**config.mk**
```make
export PLATFORM = sky130hd
export DESIGN_NAME = keypad_debounce_fsm
export DESIGN_NICKNAME = d
export VERILOG_FILES = /design/src/rtl/keypad_pkg.sv /design/src/rtl/keypad_key_decode.sv /design/src/rtl/keypad_debounce_fsm.sv
export SDC_FILE = /design/constraint.sdc
export NUM_CORES = 1
export LEC_CHECK = 0
export CORE_UTILIZATION = 55
export DETAILED_ROUTE_END_ITERATION = 16
export GPL_TIMING_DRIVEN = 0
export PLACE_DENSITY_LB_ADDON = 0.15
export SKIP_LAST_GASP = 1
export SYNTH_ARGS = -nofsm -noshare
export SYNTH_HDL_FRONTEND = slang
export SYNTH_SLANG_ARGS = --single-unit
```
**constraint.sdc**
```tcl
create_clock -name clk -period 5.53 [get_ports clk]
set_clock_uncertainty 0.05 [all_clocks]
set_input_delay 1.106 -clock clk [delete_from_list [all_inputs] [get_ports clk]]
set_output_delay 1.106 -clock clk [all_outputs]
set_load 0.01 [all_outputs]
```
**src/rtl/keypad_pkg.sv**
```systemverilog
// Shared types and constants for the keypad debounce FSM.
// State enum, scan-window length and the 4x4 key-code lookup table.
package keypad_pkg;

    // Debounce FSM states
    typedef enum logic [1:0] {
        IDLE       = 2'd0,
        DB_PRESS   = 2'd1,
        PRESSED    = 2'd2,
        DB_RELEASE = 2'd3
    } kp_state_e;

    // One scan window covers one pass over all four columns
    localparam int unsigned WINDOW_LEN = 4;

    // Key codes indexed by {row_idx, col_idx}
    //   row 0: 1 2 3 A
    //   row 1: 4 5 6 B
    //   row 2: 7 8 9 C
    //   row 3: E 0 F D
    localparam logic [3:0] KEY_MAP [16] = '{
        4'h1, 4'h2, 4'h3, 4'hA,
        4'h4, 4'h5, 4'h6, 4'hB,
        4'h7, 4'h8, 4'h9, 4'hC,
        4'hE, 4'h0, 4'hF, 4'hD
    };

    // Isolate the lowest set bit of a 4-bit vector (zero stays zero)
    function automatic logic [3:0] lowest_set_bit(input logic [3:0] v);
        return v & (~v + 4'd1);
    endfunction

endpackage

```
**src/rtl/keypad_key_decode.sv**
```systemverilog
// Maps a captured one-hot row/col pair to its hex key code.
// A pair that is not one-hot in both dimensions decodes to 0.
module keypad_key_decode
    import keypad_pkg::*;
(
    input  logic [3:0] row_onehot,
    input  logic [3:0] col_onehot,
    output logic [3:0] key_code
);

    logic [1:0] row_idx;
    logic [1:0] col_idx;
    logic       pair_ok;

    // Convert one-hot row/col to indices and look up the key code
    always_comb begin
        row_idx = '0;
        col_idx = '0;
        for (int unsigned i = 0; i < 4; i++) begin
            if (row_onehot[i]) begin
                row_idx = 2'(i);
            end
            if (col_onehot[i]) begin
                col_idx = 2'(i);
            end
        end
        pair_ok  = $onehot(row_onehot) && $onehot(col_onehot);
        key_code = pair_ok ? KEY_MAP[{row_idx, col_idx}] : '0;
    end

endmodule

```
**src/rtl/keypad_debounce_fsm.sv**
```systemverilog
// Keypad debounce FSM: captures a row/col pair, confirms it over
// DEBOUNCE_WINDOWS consecutive 4-cycle scan windows, reports the key once,
// then debounces the release the same way. No rollover: other keys are
// ignored until the FSM is back in IDLE.
// Optional macro KEYPAD_MULTIKEY_REJECT_EN: a sample with more than one
// row bit set is neither captured nor counted as a hit. Without it, the
// lowest set row bit is used.
module keypad_debounce_fsm
    import keypad_pkg::*;
#(
    parameter int unsigned DEBOUNCE_WINDOWS = 16
)
(
    input  logic       clk,
    input  logic       reset,
    input  logic [3:0] row_stable,
    input  logic [3:0] col_stable,
    output logic       enable_scan,
    output logic [3:0] key_code,
    output logic       key_valid,
    output logic       key_held
);

    localparam int unsigned       CNT_W    = $clog2(DEBOUNCE_WINDOWS + 1);
    localparam logic [CNT_W-1:0]  CNT_MAX  = CNT_W'(DEBOUNCE_WINDOWS);
    localparam logic [1:0]        WIN_LAST = 2'(WINDOW_LEN - 1);

    kp_state_e        state_q,     state_d;
    logic [1:0]       win_q,       win_d;
    logic             present_q,   present_d;
    logic [CNT_W-1:0] cnt_q,       cnt_d;
    logic [3:0]       row_cap_q,   row_cap_d;
    logic [3:0]       col_cap_q,   col_cap_d;
    logic [3:0]       key_code_q,  key_code_d;
    logic             key_valid_q, key_valid_d;
    logic             enable_q,    enable_d;

    logic [3:0]       row_sel;
    logic             sample_ok;
    logic             sample_hit;
    logic             win_end;
    logic             win_present;
    logic [CNT_W-1:0] cnt_inc;
    logic [3:0]       decoded_code;

    keypad_key_decode u_decode (
        .row_onehot (row_cap_q),
        .col_onehot (col_cap_q),
        .key_code   (decoded_code)
    );

    // Reduce the sampled rows to a single candidate row (or none)
    always_comb begin
`ifdef KEYPAD_MULTIKEY_REJECT_EN
        row_sel = $onehot(row_stable) ? row_stable : '0;
`else
        row_sel = lowest_set_bit(row_stable);
`endif
    end

    // Per-cycle sample qualification and window bookkeeping
    always_comb begin
        sample_ok = (row_sel != '0) && $onehot(col_stable);
        // In IDLE the capturing sample itself counts towards the first window
        if (state_q == IDLE) begin
            sample_hit = sample_ok;
        end else begin
            sample_hit = (row_sel == row_cap_q) && (col_stable == col_cap_q);
        end
        win_end     = (win_q == WIN_LAST);
        win_present = present_q | sample_hit;
        cnt_inc     = (cnt_q == CNT_MAX) ? cnt_q : cnt_q + 1'b1;
    end

    // Next-state and output logic
    always_comb begin
        state_d     = state_q;
        cnt_d       = cnt_q;
        row_cap_d   = row_cap_q;
        col_cap_d   = col_cap_q;
        key_code_d  = key_code_q;
        key_valid_d = 1'b0;
        enable_d    = 1'b1;
        win_d       = win_q + 2'd1;
        present_d   = win_end ? 1'b0 : win_present;

        unique case (state_q)
            IDLE: begin
                if (sample_ok) begin
                    row_cap_d = row_sel;
                    col_cap_d = col_stable;
                    cnt_d     = '0;
                    state_d   = DB_PRESS;
                end
            end
            DB_PRESS: begin
                if (win_end) begin
                    if (win_present) begin
                        cnt_d = cnt_inc;
                        if (cnt_inc == CNT_MAX) begin
                            state_d     = PRESSED;
                            key_valid_d = 1'b1;
                            key_code_d  = decoded_code;
                        end
                    end else begin
                        state_d = IDLE;
                    end
                end
            end
            PRESSED: begin
                if (win_end && !win_present) begin
                    cnt_d   = '0;
                    state_d = DB_RELEASE;
                end
            end
            DB_RELEASE: begin
                if (win_end) begin
                    if (win_present) begin
                        cnt_d   = '0;
                        state_d = PRESSED;
                    end else begin
                        cnt_d = cnt_inc;
                        if (cnt_inc == CNT_MAX) begin
                            state_d = IDLE;
                        end
                    end
                end
            end
            default: begin
                state_d = IDLE;
            end
        endcase
    end

    // State and datapath registers with synchronous active-low reset
    always_ff @(posedge clk) begin
        if (!reset) begin
            state_q     <= IDLE;
            win_q       <= '0;
            present_q   <= 1'b0;
            cnt_q       <= '0;
            row_cap_q   <= '0;
            col_cap_q   <= '0;
            key_code_q  <= '0;
            key_valid_q <= 1'b0;
            enable_q    <= 1'b0;
        end else begin
            state_q     <= state_d;
            win_q       <= win_d;
            present_q   <= present_d;
            cnt_q       <= cnt_d;
            row_cap_q   <= row_cap_d;
            col_cap_q   <= col_cap_d;
            key_code_q  <= key_code_d;
            key_valid_q <= key_valid_d;
            enable_q    <= enable_d;
        end
    end

    assign enable_scan = enable_q;
    assign key_code    = key_code_q;
    assign key_valid   = key_valid_q;
    assign key_held    = (state_q == PRESSED) || (state_q == DB_RELEASE);

endmodule

```
[Yosys cells after proc, flatten, opt, wreduce, memory -nomap -nowiden]
Memories as Yosys holds them, arrays and structs flattened.
Index checks and enable logic that the tools add are counted.
Word-level totals
  register bits after elaboration: 24
  bits in latches: 0
  RAM bits: 0
  ROM bits: 64
  input port bits: 10
  output and inout bits: 7
  memories: 1
Memories
  (name not given): words 16, width 4, rd ports 1, clocked after Yosys merged registers in 0, wr ports 0, line keypad_key_decode.sv:28  | key_code = pair_ok ? KEY_MAP[{row_idx, col_idx}] : '0;
Cells by class
  add/subtract/negate cells: 12
  multipliers: 0
  divide/modulo/power cells: 0
  $lt $le $gt $ge: 1
  equal/unequal tests: 18
  shift operators: 0
  multiplexer cells: 29
  bitwise operators: 5
  reductions and logical operators: 14
Operators with widths (count)
  $mux 5: 7
  $mux 2: 12
  $pmux 5 s4: 1
  $add 1x1->2: 6
  $mux 4: 3
  $eq 5x5->1 const B: 2
  $ne 2x2->1 const B: 5
  $eq 3x1->1 const B: 3
  $eq 4x4->1: 2
  $pmux 2 s4: 1
  $reduce_and 4->1: 2
  $add 3x3->3: 2
  $eq 2x2->1 const B: 3
  $ne 3x3->1 const B: 2
  $reduce_and 6->1: 1
  $add 5x1->5 const B: 1
  $ge 5x5->1 const B: 1
  $mux 1: 5
  $not 4->5: 1
  $reduce_and 5->1: 1
  $add 4x1->4 const B: 1
  $and 4x4->4: 1
  $logic_and 1x1->1: 4
  $not 4->4: 1
  11 further kinds: 11

[Depth between registers and ports, before layout]
  word-level depth: 11
  mapped depth: 11

[Hierarchy]
A second synthesis with hierarchy kept.
Unflattened totals
  cell total of the unflattened synthesis: 204
  area total of the unflattened synthesis: 1732.9 µm²
By module, submodules not included
  keypad_debounce_fsm: times used 1, cells an instance 160, area an instance 1397.6 µm², sequential area each 480.5 µm²
  keypad_key_decode: times used 1, cells an instance 44, area an instance 335.3 µm², sequential area each 0.0 µm²

[Worst setup path before layout]
OpenSTA, ideal clock, no wires.
  path kind: input-to-reg
  start: input col_stable[0]
  end: register key_code_q[1] (netlist: key_code[1])
  data arrival time: 3.352 ns
  data required time: 5.411 ns
  slack: 2.059 ns
  cell stages on the path: 10
  buffers on the path: 0
  cells stage by stage: inv_1 > fa_1 > inv_1 > ha_1 > ha_1 > nor4b_1 > o41ai_1 > or2_2 > a2111o_1 > o21ai_1
On the way
  longest elaborated chain between the ends: 7
  elaborated cells between the ends (all ways): 9
RTL lines
  from (decl): line keypad_debounce_fsm.sv:17  | input logic [3:0] col_stable,
  $add 1x1->2 (implied by the code): line keypad_debounce_fsm.sv:63  | sample_ok = (row_sel != '0) && $onehot(col_stable);
  $add 2x2->3 (implied by the code): line keypad_debounce_fsm.sv:63
  $eq 3x1->1: line keypad_debounce_fsm.sv:63
  $logic_and 1x1->1: line keypad_debounce_fsm.sv:63
  $mux 1 (*): line keypad_debounce_fsm.sv:65  | if (state_q == IDLE) begin
  $or 1x1->1 (*): line keypad_debounce_fsm.sv:71  | win_present = present_q | sample_hit;
  $reduce_and 4->1 (no line) (*)
  to (signal assigned): line keypad_debounce_fsm.sv:154  | key_code_q <= key_code_d;
  to (decl): line keypad_debounce_fsm.sv:34  | logic [3:0] key_code_q, key_code_d;
Mark *: on every way between the ends. The rest lies on a longest branch, timed or not.
A chain may end at the register's enable or synchronous reset.

[Worst setup path in the final report]
  start: input col_stable[0]
  end: register cnt_q[3]
On the way
  longest elaborated chain between the ends: 10
  elaborated cells between the ends (all ways): 17
RTL lines
  $add 1x1->2 (implied by the code): line keypad_debounce_fsm.sv:63
  $add 2x2->3 (implied by the code): line keypad_debounce_fsm.sv:63
  $eq 3x1->1: line keypad_debounce_fsm.sv:63
  $logic_and 1x1->1: line keypad_debounce_fsm.sv:63
  $mux 1: line keypad_debounce_fsm.sv:65
  $or 1x1->1: line keypad_debounce_fsm.sv:71
  $logic_not 1->1: line keypad_debounce_fsm.sv:111  | if (win_end && !win_present) begin
  $logic_and 1x1->1: line keypad_debounce_fsm.sv:111
  $ne 2x2->1 (no line)
  $reduce_and 5->1 (no line)
  to (signal assigned): line keypad_debounce_fsm.sv:151  | cnt_q <= cnt_d;
  to (decl): line keypad_debounce_fsm.sv:31  | logic [CNT_W-1:0] cnt_q, cnt_d;
Parallel ways exist; a longest one is shown, timed or not. The select of a mux whose other input is x is not followed.

==> results.cfg <==
[clock_network]
tritoncts.num_buffers = 3
cts-root-to-sink-buffers = 2
cts_repair_resize_count = 0
clkSinkCount = 24
clock-root-buffer = sky130_fd_sc_hd__clkbuf_4
clk-insertion-delay-late_ns = 0.32
clk_pin_slew_worst_paths_ns = 0.15
tritoncts = built
cts_setup_buffers = 0
post_cts_hold_buffer_count = 0
maximum_level_of_the_cts_h_tree = 1

[layout]
final_net_count = 250
layout-drive-gt1-share = 0.0822
finalCoreUtilization = 0.684
layout.cells.most_common = sky130_fd_sc_hd__nand2_1
final_cell_count_no_fill = 250
diodes = 0
synthToLayoutAreaGrowth_pct = 15.1
layout_common_cells = sky130_fd_sc_hd__nand2_1, sky130_fd_sc_hd__dfxtp_1, sky130_fd_sc_hd__inv_1

[logic_synthesis]
synthTopCellsByArea = sky130_fd_sc_hd__dfxtp_1, sky130_fd_sc_hd__ha_1, sky130_fd_sc_hd__nand2_1, sky130_fd_sc_hd__inv_1, sky130_fd_sc_hd__a21oi_1
synth_edf_count = 0
synth-seq-area-share = 0.288
yosys.area.top_type = sky130_fd_sc_hd__dfxtp_1
mappedNetlistNets = 229
ys_ff_latch = 24
count_of_distinct_cell_types_in_the_synthesized_netlist = 48
yosys.area.top_type_share = 0.288
synthesis.yosys.warnings = 0
synth-main-ff-cell = sky130_fd_sc_hd__dfxtp_1
synthArstFlopShare = 0
syn_area_um2 = 1670
synth_cells = 199
syn_avg_cell_area_um2 = 8.37

[worst_setup_path]
worstSetupStartpointType = input pin
largest_fanout_on_the_critical_path = 10
timing.critical_path.required_ns = 5.73
worst_ep_arrival_time_ns = 4.22
crit-reg2reg-launch = row_cap_q[3]$_SDFFE_PN0P_
crit_start = col_stable[0]
critical_path.endpoint = cnt_q[3]$_SDFFE_PN0P_
timing.reg2reg.setup_slack_ns = 3.16
timing.setup.critical_path_class = in -> reg
rr_worst_depth = 8
cp-end-kind = flip-flop
critical_path.reg2reg.endpoint = key_code[2]$_SDFFE_PN0P_

[die]
std_cell_rows = 19
floorplan.die.height_um = 57.0
die_width_um = 57.0
ios = 17
starting_utilization_of_the_core_area = 0.594
core_region_area_um2 = 2810
fp.dieArea_um2 = 3250

[routing]
vias_per_cell = 5.82
drc_errors = 4
detailroute.via_count = 1456
drt_wl_total_mm = 3.30
drt-initial-drc-count = 50
wl_per_cell_um = 13.2
drt_pass1_iterations = 12
antenna_violating_nets_post_route = 0

[timing]
final.min_clock_period_ns = 4.02
hold_viol_final = 0
finalSetupTns_ns = 0
layout_worst_path_cycle_share = 0.727
report.final.setup_viol = 0
timing.fmax_mhz = 249
transition_time_of_the_tightest_slew_check_pin_ns = 0.663
final-max-slew-violation-count = 0
slew_headroom = 0.552
unrepaired_setup_endpoints_after_global_routing = no

[placement]
portBuffers = 16
dp_cell_count = 246
hpwlAfterDp_mm = 2.60
gpl.final_weighted_congestion = 0.826

[pwr]
max-vdd-ir-drop_mv = 0.158
power.leakage_nw = 0.769
pwr_density_cell_nw_per_um2 = 221

[flow_run]
drv_cap = 0

[status]
failing_checks = design-rule violations
run_status = finished with violations

[worst_hold_path]
hold_path_startpoint = win_q[0]$_SDFF_PN0_
hold_path.class = reg -> reg

[grt]
antenna_violations_before_repair = 0
grt-ovfl-total = 0
maximum_number_of_pins_on_one_net_before_global_route_repair = 15
wire_length_of_the_first_global_routing_pass_mm = 5.78
grt.total_usage = 0.223
vias_in_the_first_global_route = 1323
## metal layers
layer	vias to the layer above	track usage	part of all wire
met5	-	0	0
met4	0	0.0627	0
met3	0	0.0272	0.031
met2	26	0.393	0.49
met1	684	0.287	0.48
li1	746	-	-
## worst min path at each step
stage | depth (start not counted) | slack [ns] | end
6_report | 1 | 0.38 | win_q[0]$_SDFF_PN0_
5_1_grt | 1 | 0.40 | win_q[0]$_SDFF_PN0_
4_1_cts | 1 | 0.38 | win_q[0]$_SDFF_PN0_
3_5_place_dp | 1 | 0.36 | win_q[0]$_SDFF_PN0_
3_3_place_gp | 1 | 0.36 | win_q[0]$_SDFF_PN0_
2_1_floorplan | 1 | 0.35 | win_q[0]$_SDFF_PN0_
## worst max-delay path, cell delays in order
cell                              delay [ns]
sky130_fd_sc_hd__clkdlybuf4s50_1        0.52
sky130_fd_sc_hd__inv_1                  0.08
sky130_fd_sc_hd__fa_1                   0.53
sky130_fd_sc_hd__inv_1                  0.04
sky130_fd_sc_hd__ha_1                   0.17
sky130_fd_sc_hd__ha_1                   0.27
sky130_fd_sc_hd__nor4b_1                0.31
sky130_fd_sc_hd__o41ai_1                0.20
sky130_fd_sc_hd__or2_2                  0.32
sky130_fd_sc_hd__clkbuf_1               0.24
sky130_fd_sc_hd__nand3_1                0.22
sky130_fd_sc_hd__mux2i_1                0.20
## kinds of logic (layout without fill, tap and decap cells)
logic type | count (synthesis) | in the layout | synth area share
DFF | 24 | 24 | 0.288
AOI/OAI and AO/OA | 49 | 49 | 0.212
adders and majority gates | 20 | 20 | 0.164
muxes | 7 | 7 | 0.0450
xor gates and xnor gates | 5 | 5 | 0.0263
and+or+nand+nor | 67 | 67 | 0.199
buffers and inverters | 27 | 47 | 0.0661
## cell usage after synthesis (2+ instances only)
master and n:
sky130_fd_sc_hd__nand2_1 28, sky130_fd_sc_hd__dfxtp_1 24, sky130_fd_sc_hd__inv_1 20, sky130_fd_sc_hd__ha_1 17
sky130_fd_sc_hd__nor2_1 13, sky130_fd_sc_hd__a21oi_1 12, sky130_fd_sc_hd__o21ai_0 8, sky130_fd_sc_hd__clkbuf_1 5
sky130_fd_sc_hd__o311ai_0 5, sky130_fd_sc_hd__mux2_2 4, sky130_fd_sc_hd__nand3_1 4, sky130_fd_sc_hd__o21ai_1 4
sky130_fd_sc_hd__and2_1 3, sky130_fd_sc_hd__fa_1 3, sky130_fd_sc_hd__mux2i_1 3, sky130_fd_sc_hd__o211ai_1 3
sky130_fd_sc_hd__or3_1 3, sky130_fd_sc_hd__xnor2_1 3, sky130_fd_sc_hd__a2111o_1 2, sky130_fd_sc_hd__a211oi_1 2
sky130_fd_sc_hd__a221o_1 2, sky130_fd_sc_hd__nand2b_1 2, sky130_fd_sc_hd__nand4bb_1 2, sky130_fd_sc_hd__nor3_1 2
sky130_fd_sc_hd__xor2_1 2
## sequential cells by signal, indices dropped and copies added, names as in the netlist, 2 cells and up, named ones only
| name | flops |
|---|---|
| row_cap_q | 4 |
| win_q | 2 |
| col_cap_q | 4 |
| key_code | 4 |
| cnt_q | 5 |
## stage by stage
step / total power, mW / setup WS (ns) / hold WS, ns / instance area [um2]
final: 0.423 / 1.51 / 0.379 / 1920
after global routing: 0.445 / 1.32 / 0.397 / 1920
after CTS: 0.426 / 1.50 / 0.384 / 1920
after detailed placement: 0.297 / 1.15 / 0.365 / 1870
after global placement: 0.292 / 1.26 / 0.359 / 1870
after floorplan: 0.266 / 2.06 / 0.349 / 1670
## layout make-up
cell class / instances / area [um2]
well taps: 31 / 38.8
inverters: 20 / 75.1
multi-input cells: 148 / 1080
plain buffers: 7 / 35.0
clock inverters: 1 / 30.0
flip-flops and latches: 24 / 480
repair buffers: 16 / 160
fillers: 245 / 887
clock buffers: 3 / 22.5
## power breakdown
| part | internal [mW] | switching [mW] |
|---|---|---|
| sequential | 0.181 | 0.00756 |
| clock | 0.0732 | 0.0561 |
| combinational | 0.0461 | 0.0591 |
| total | 0.301 | 0.123 |
(Power assumes the default switching activity.)
